[src/rtl/iq_rotation_tracker.sv]
`default_nettype none
// ============================================================================
//  Module      : iq_rotation_tracker
//  Description : Quadrature Doppler direction/rate estimator. Tracks quadrant
//                transitions of an offset-corrected I/Q phasor with per-axis
//                hysteresis and emits one signed period word per rotation
//                (positive = CCW, negative = CW, zero = timeout).
//  Revision    : 1.0 - initial release
// ============================================================================
module iq_rotation_tracker #(
    parameter int WIDTH        = 16,
    parameter int COUNTER_SIZE = 32
) (
    input  logic                      ce_clk,
    input  logic                      ce_rst,
    input  logic                      clear,
    input  logic [WIDTH-1:0]          hysteresis,
    input  logic [WIDTH-1:0]          offset_i,
    input  logic [WIDTH-1:0]          offset_q,
    input  logic [COUNTER_SIZE-1:0]   timeout,
    input  logic [2*WIDTH-1:0]        i_tdata,
    input  logic                      i_tlast,
    input  logic                      i_tvalid,
    output logic                      i_tready,
    output logic [COUNTER_SIZE-1:0]   o_tdata,
    output logic                      o_tlast,
    output logic                      o_tvalid,
    input  logic                      o_tready,
    output logic [31:0]               rot_count,
    output logic [15:0]               status
);

    localparam int DW = WIDTH + 1;  // offset-corrected component width
    localparam int EW = WIDTH + 2;  // width for comparisons against the band

    localparam logic [0:0] c_ST_ACQUIRE = 1'b0;
    localparam logic [0:0] c_ST_TRACK   = 1'b1;

    localparam logic [COUNTER_SIZE-1:0] c_CNT_ONE = {{(COUNTER_SIZE-1){1'b0}}, 1'b1};
    localparam logic [COUNTER_SIZE-1:0] c_CNT_MAX = {1'b0, {(COUNTER_SIZE-1){1'b1}}};
    localparam logic [3:0]              c_PH_POS4 = 4'b0100;
    localparam logic [3:0]              c_PH_NEG4 = 4'b1100;

    // ------------------------------------------------------------------
    // Registers
    // ------------------------------------------------------------------
    logic [0:0]              r_state;
    logic                    r_ready;
    logic                    r_sign_i, r_sign_q;   // 1 = negative
    logic                    r_known_i, r_known_q;
    logic [1:0]              r_quad;
    logic [3:0]              r_phase;
    logic [COUNTER_SIZE-1:0] r_counter;
    logic [COUNTER_SIZE-1:0] r_out_data;
    logic                    r_out_valid;
    logic                    r_out_last;
    logic [31:0]             r_rot;
    logic [7:0]              r_drop;
    logic [7:0]              r_sync;

    // Next-state values
    logic [0:0]              w_state_nxt;
    logic                    w_sign_i_nxt, w_sign_q_nxt;
    logic                    w_known_i_nxt, w_known_q_nxt;
    logic [1:0]              w_quad_nxt;
    logic [3:0]              w_phase_nxt;
    logic [COUNTER_SIZE-1:0] w_counter_nxt;
    logic [COUNTER_SIZE-1:0] w_out_data_nxt;
    logic                    w_out_valid_nxt;
    logic                    w_out_last_nxt;
    logic [31:0]             w_rot_nxt;
    logic [7:0]              w_drop_nxt;
    logic [7:0]              w_sync_nxt;

    // Datapath helpers
    logic                    w_accept;
    logic                    w_unused;
    logic [WIDTH-1:0]        w_i_raw, w_q_raw;
    logic signed [DW-1:0]    w_di, w_dq;
    logic signed [EW-1:0]    w_di_x, w_dq_x, w_hpos, w_hneg;
    logic                    w_i_pos, w_i_neg, w_q_pos, w_q_neg;
    logic                    w_sign_i_upd, w_sign_q_upd;
    logic                    w_known_i_upd, w_known_q_upd;
    logic [1:0]              w_quad_upd;
    logic [1:0]              w_quad_diff;
    logic [3:0]              w_phase_step;
    logic [COUNTER_SIZE-1:0] w_cnt_inc;
    logic                    w_emit;
    logic [COUNTER_SIZE-1:0] w_emit_data;

    assign w_unused = i_tlast;
    assign w_accept = i_tvalid & r_ready;

    // Offset correction in one extra bit so the subtraction never overflows
    assign w_i_raw = i_tdata[2*WIDTH-1:WIDTH];
    assign w_q_raw = i_tdata[WIDTH-1:0];
    assign w_di    = $signed({w_i_raw[WIDTH-1], w_i_raw}) - $signed({offset_i[WIDTH-1], offset_i});
    assign w_dq    = $signed({w_q_raw[WIDTH-1], w_q_raw}) - $signed({offset_q[WIDTH-1], offset_q});
    assign w_di_x  = {w_di[DW-1], w_di};
    assign w_dq_x  = {w_dq[DW-1], w_dq};
    assign w_hpos  = $signed({2'b00, hysteresis});
    assign w_hneg  = -w_hpos;

    // Strictly outside the dead band; a value exactly on the edge holds
    assign w_i_pos = (w_di_x > w_hpos);
    assign w_i_neg = (w_di_x < w_hneg);
    assign w_q_pos = (w_dq_x > w_hpos);
    assign w_q_neg = (w_dq_x < w_hneg);

    assign w_sign_i_upd  = w_i_pos ? 1'b0 : (w_i_neg ? 1'b1 : r_sign_i);
    assign w_sign_q_upd  = w_q_pos ? 1'b0 : (w_q_neg ? 1'b1 : r_sign_q);
    assign w_known_i_upd = r_known_i | w_i_pos | w_i_neg;
    assign w_known_q_upd = r_known_q | w_q_pos | w_q_neg;

    // (+,+)=0, (-,+)=1, (-,-)=2, (+,-)=3
    assign w_quad_upd   = {w_sign_q_upd, w_sign_i_upd ^ w_sign_q_upd};
    assign w_quad_diff  = w_quad_upd - r_quad;
    assign w_cnt_inc    = (r_counter == c_CNT_MAX) ? r_counter : (r_counter + c_CNT_ONE);
    assign w_phase_step = (w_quad_diff == 2'd1) ? (r_phase + 4'd1) :
                          (w_quad_diff == 2'd3) ? (r_phase - 4'd1) : r_phase;

    // Tracking state machine and period measurement
    always_comb begin
        w_state_nxt   = r_state;
        w_sign_i_nxt  = r_sign_i;
        w_sign_q_nxt  = r_sign_q;
        w_known_i_nxt = r_known_i;
        w_known_q_nxt = r_known_q;
        w_quad_nxt    = r_quad;
        w_phase_nxt   = r_phase;
        w_counter_nxt = r_counter;
        w_rot_nxt     = r_rot;
        w_sync_nxt    = r_sync;
        w_emit        = 1'b0;
        w_emit_data   = '0;

        if (w_accept) begin
            w_sign_i_nxt  = w_sign_i_upd;
            w_sign_q_nxt  = w_sign_q_upd;
            w_known_i_nxt = w_known_i_upd;
            w_known_q_nxt = w_known_q_upd;

            case (r_state)
                c_ST_ACQUIRE: begin
                    if (w_known_i_upd && w_known_q_upd) begin
                        w_state_nxt   = c_ST_TRACK;
                        w_quad_nxt    = w_quad_upd;
                        w_phase_nxt   = 4'd0;
                        w_counter_nxt = '0;
                    end
                end
                c_ST_TRACK: begin
                    w_quad_nxt = w_quad_upd;
                    if (w_quad_diff == 2'd2) begin
                        // Both axes flipped at once: direction is ambiguous
                        if (r_sync != 8'hFF) w_sync_nxt = r_sync + 8'd1;
                        w_phase_nxt   = 4'd0;
                        w_counter_nxt = '0;
                    end else if (w_phase_step == c_PH_POS4) begin
                        w_emit        = 1'b1;
                        w_emit_data   = w_cnt_inc;
                        w_rot_nxt     = r_rot + 32'd1;
                        w_phase_nxt   = 4'd0;
                        w_counter_nxt = '0;
                    end else if (w_phase_step == c_PH_NEG4) begin
                        w_emit        = 1'b1;
                        w_emit_data   = (~w_cnt_inc) + c_CNT_ONE;
                        w_rot_nxt     = r_rot - 32'd1;
                        w_phase_nxt   = 4'd0;
                        w_counter_nxt = '0;
                    end else if ((timeout != '0) && (w_cnt_inc == timeout)) begin
                        w_emit        = 1'b1;
                        w_emit_data   = '0;
                        w_phase_nxt   = 4'd0;
                        w_counter_nxt = '0;
                    end else begin
                        w_phase_nxt   = w_phase_step;
                        w_counter_nxt = w_cnt_inc;
                    end
                end
                default: w_state_nxt = c_ST_ACQUIRE;
            endcase
        end
    end

    // Output word register with overwrite-on-stall and drop accounting
    always_comb begin
        w_out_data_nxt  = r_out_data;
        w_out_valid_nxt = r_out_valid;
        w_out_last_nxt  = r_out_last;
        w_drop_nxt      = r_drop;

        if (r_out_valid && o_tready) begin
            w_out_valid_nxt = 1'b0;
            w_out_last_nxt  = 1'b0;
        end
        if (w_emit) begin
            w_out_data_nxt  = w_emit_data;
            w_out_valid_nxt = 1'b1;
            w_out_last_nxt  = 1'b1;
            if (r_out_valid && !o_tready && (r_drop != 8'hFF)) begin
                w_drop_nxt = r_drop + 8'd1;
            end
        end
    end

    // State registers; clear behaves like reset but keeps the input open
    always_ff @(posedge ce_clk) begin
        if (ce_rst || clear) begin
            r_ready     <= ~ce_rst;
            r_state     <= c_ST_ACQUIRE;
            r_sign_i    <= 1'b0;
            r_sign_q    <= 1'b0;
            r_known_i   <= 1'b0;
            r_known_q   <= 1'b0;
            r_quad      <= 2'd0;
            r_phase     <= 4'd0;
            r_counter   <= '0;
            r_out_data  <= '0;
            r_out_valid <= 1'b0;
            r_out_last  <= 1'b0;
            r_rot       <= 32'd0;
            r_drop      <= 8'd0;
            r_sync      <= 8'd0;
        end else begin
            r_ready     <= 1'b1;
            r_state     <= w_state_nxt;
            r_sign_i    <= w_sign_i_nxt;
            r_sign_q    <= w_sign_q_nxt;
            r_known_i   <= w_known_i_nxt;
            r_known_q   <= w_known_q_nxt;
            r_quad      <= w_quad_nxt;
            r_phase     <= w_phase_nxt;
            r_counter   <= w_counter_nxt;
            r_out_data  <= w_out_data_nxt;
            r_out_valid <= w_out_valid_nxt;
            r_out_last  <= w_out_last_nxt;
            r_rot       <= w_rot_nxt;
            r_drop      <= w_drop_nxt;
            r_sync      <= w_sync_nxt;
        end
    end

    assign i_tready  = r_ready;
    assign o_tdata   = r_out_data;
    assign o_tvalid  = r_out_valid;
    assign o_tlast   = r_out_last;
    assign rot_count = r_rot;
    assign status    = {r_drop, r_sync};

endmodule
`default_nettype wire
[config.mk]
export PLATFORM = sky130hd
export DESIGN_NAME = iq_rotation_tracker
export DESIGN_NICKNAME = d
export VERILOG_FILES = /design/src/rtl/iq_rotation_tracker.sv
export SDC_FILE = /design/constraint.sdc
export NUM_CORES = 1
export LEC_CHECK = 0
export ABC_AREA = 1
export CAP_MARGIN = 25
export CORE_MARGIN = 3
export CORE_UTILIZATION = 40
export CTS_BUF_LIST = sky130_fd_sc_hd__clkbuf_8 sky130_fd_sc_hd__clkbuf_16
export DETAILED_ROUTE_END_ITERATION = 7
export SYNTH_ARGS = -nofsm -noshare
export SYNTH_HDL_FRONTEND = slang
export SYNTH_SLANG_ARGS = --single-unit
[constraint.sdc]
create_clock -name ce_clk -period 15 [get_ports ce_clk]
set_input_delay 4.5 -clock ce_clk [delete_from_list [all_inputs] [get_ports ce_clk]]
set_output_delay 4.5 -clock ce_clk [all_outputs]
set_load 0.05 [all_outputs]
==> results.sh <==
export IMPL_comb_power_share=0.412
export IMPL_drc=0
export IMPL_clock_latency_ns=0.43
export IMPL_ctsHoldBuffers=0
export IMPL_clkTransAtPathRegs_ns=0.06
export IMPL_dr_pass1_iters=6
export IMPL_drtIter0Drc=690
export IMPL_rsz0062_at_grt="no"
export IMPL_synth_top_cell_by_area="dfxtp_1"
export IMPL_criticalPathCategory="in -> reg"
export IMPL_multiInputGateArea_um2=8710
export IMPL_post_place_ws_ns=1.76
export IMPL_maxSlewHeadroom=0.434
export IMPL_grt_max_degree=57
export IMPL_netlist_instances=1911
export IMPL_switching_share=0.385
export IMPL_path_common_cell="a21oi_1"
export IMPL_cts_root_buffer="clkbuf_16"
export IMPL_slowest_stage="clkdlybuf4s50_1"
export IMPL_power_internal_uw=743
export IMPL_yosysWarnings=0
export IMPL_synth_seq_cells=125
export IMPL_critPathCaptureType="flip-flop"
export IMPL_nFillCells=3158
export IMPL_tightest_slew_ns=0.848
export IMPL_cts_setup_buffers=0
export IMPL_routed_wl_um=37200
export IMPL_place_area_um2=14700
export IMPL_finalCriticalPeriod_ns=12.80
export IMPL_start_kind="input pin"
export IMPL_antenna_found_initial=0
export IMPL_cts_buffers=17
export IMPL_ctsResizeCount=0
export IMPL_worstPathMaxFanout=33
export IMPL_maxCapViolCount=0
export IMPL_synth_cell_types=57
export IMPL_final_util=0.498
export IMPL_synth_top_cell_area_share=0.201
export IMPL_core_area_um2=30700
export IMPL_cp_slowest_stage_delay_ns=0.46
export IMPL_register_area_um2=2500
export IMPL_layout_drive_gt1_share=0.0543
export IMPL_async_flop_share=0
export IMPL_required_ns=15.30
export IMPL_rows=64
export IMPL_io_pins=201
export IMPL_synth_nets=2167
export IMPL_fin_nets=2345
export IMPL_p_seq_frac=0.276
export IMPL_p_total_uw=1210
export IMPL_hpwl_um=29200
export IMPL_htreeDepth=4
export IMPL_dieArea_um2=33300
export IMPL_die_y_um=183
export IMPL_viasPerCell=5.19
export IMPL_grt_pass1_wl_um=61200
export IMPL_stdcell_area_um2=15300
export IMPL_vias=13000
export IMPL_final_common_cell="nand2_1"
export IMPL_hold_violations=0
export IMPL_cts_buffer_depth=2
export IMPL_max_freq_mhz=78.1
export IMPL_synth_ff_type="dfxtp_1"
export IMPL_period_share=0.854
export IMPL_finalMaxSlewViolations=0
export IMPL_tritoncts="built"
export IMPL_first_global_vias=12400
export IMPL_synth_edf_count=0
export IMPL_diodes=0
export IMPL_synth_area_top_cells="dfxtp_1 (20%), ha_1 (14%), nand2_1 (12%)"
export IMPL_hold_start="r_known_i$_SDFFE_PP0P_"
export IMPL_worst_clock_skew_ns=0.00842
export IMPL_syn_area_um2=12500
export IMPL_leakage_uw=0.00694
export IMPL_setup_tns_ns=0
export IMPL_cts_sinks=125
export IMPL_post_drt_wl_per_cell_um=14.9
export IMPL_mostFrequentLayoutCells="nand2_1 (397), inv_1 (248), a21oi_1 (212)"
export IMPL_place_congestion=0.928
export IMPL_regToRegSetupSlack_ns=9.37
export IMPL_outcome="completed"
export IMPL_regToRegStartpoint="r_sign_q$_SDFFE_PP0P_"
export IMPL_grt_ovfl_total=0
export IMPL_clkPwrFrac=0.312
export IMPL_vdd_ir_drop_max_uv=70.7
export IMPL_drt_antenna_violating_nets=0
export IMPL_start_util=0.406
export IMPL_timing_critical_path_from="offset_q[2]"
export IMPL_die_x_um=183
export IMPL_setup_slack_ns=2.20
export IMPL_yosysSeqAreaShare=0.201
export IMPL_syn2layout_area_growth_pct=22.4
export IMPL_hold_class="reg -> reg"
export IMPL_p_sw_uw=466
export IMPL_powerDensity_nw_per_um2=79.2
export IMPL_finalSetupViolCount=0
export IMPL_grt_usage=0.220
export IMPL_cp_data_arrival_time_ns=13.10
export IMPL_portBuffers=199
export IMPL_synth_area_per_cell_um2=6.52
[cell usage after synthesis (2+ instances only)]
master	count
nand2_2	18
a21o_1	5
dfxtp_1	125
ha_1	135
inv_1	245
inv_2	15
nor3_1	41
o21ai_2	2
a21oi_1	212
nor2_2	4
nand3_2	8
o31ai_1	4
nor2_1	153
buf_6	7
o21ai_0	79
nand2_1	397
nand3_1	136
o21bai_1	13
a21oi_2	3
or2_2	3
fa_1	3
nor2_4	3
o22ai_1	2
o21a_1	8
clkbuf_1	17
nand2_4	11
a31oi_1	7
nor3_2	6
o21ai_1	15
nand4_1	43
nor4_1	23
buf_2	12
buf_1	2
o2111ai_1	3
o221ai_1	4
o211ai_1	3
xnor2_1	37
a211oi_1	2
buf_4	7
nand3b_1	2
xor2_1	80
[metrics by stage]
step                      hold WS, ns  cells
after floorplan                 0.427   1911
after global placement          0.441   2466
after detailed placement        0.444   2466
after CTS                       0.454   2496
after global routing            0.483   2496
final                           0.450   2496
[power groups by stage]
stage	combinational, uW	clock (uW)	sequential [uW]
final	498	377	334
after global routing	570	400	334
after CTS	498	386	334
after detailed placement	495	0	341
after global placement	485	0	341
after floorplan	369	0	342
[logic make-up (layout without fill, tap and decap cells)]
logic type / count (synthesis) / in the layout / synth area share
buf+inv: 308 / 497 / 0.101
xor+xnor: 117 / 117 / 0.0822
simple gates: 856 / 856 / 0.315
fa+ha+maj: 138 / 138 / 0.140
flops: 125 / 125 / 0.201
compound gates: 367 / 367 / 0.160
[metal layers]
metal	up-vias	part of all wire	global-route usage
met5	-	0	0
met4	0	0.014	0.0494
met3	39	0.062	0.0435
met2	306	0.44	0.353
met1	5871	0.48	0.307
li1	6739	-	-
[layout make-up]
type	instances	area share
clock inverters	9	0.00320
inverters	262	0.0646
clock buffers	21	0.0315
well taps	396	0.0325
multi-input cells	1478	0.571
repair buffers	205	0.133
flip-flops and latches	125	0.164
[sequential cells by signal, summed over array words and instances (netlist names)]
register   count
r_drop         8
r_state        1
r_known_q      1
r_phase        4
r_known_i      1
r_quad         2
r_sync         8
r_sign_i       1
i_tready       1
rot_count     32
r_sign_q       1
o_tdata       32
o_tlast        1
r_counter     32
[final timing paths]
path,to,cells after the start
max reg2reg,rot_count[21]$_SDFFE_PP0P_,26
max,rot_count[21]$_SDFFE_PP0P_,48
min reg2reg,r_known_i$_SDFFE_PP0P_,2
min,r_known_i$_SDFFE_PP0P_,2
[critical path, delay by kind of cell]
kind	cells	cell delay (ns)
fa+ha+maj	4	1.21
xor+xnor	4	0.84
compound gates	18	3.42
buf+inv	9	1.54
simple gates	13	1.57
No activity file was read; power rests on OpenSTA's default activity.
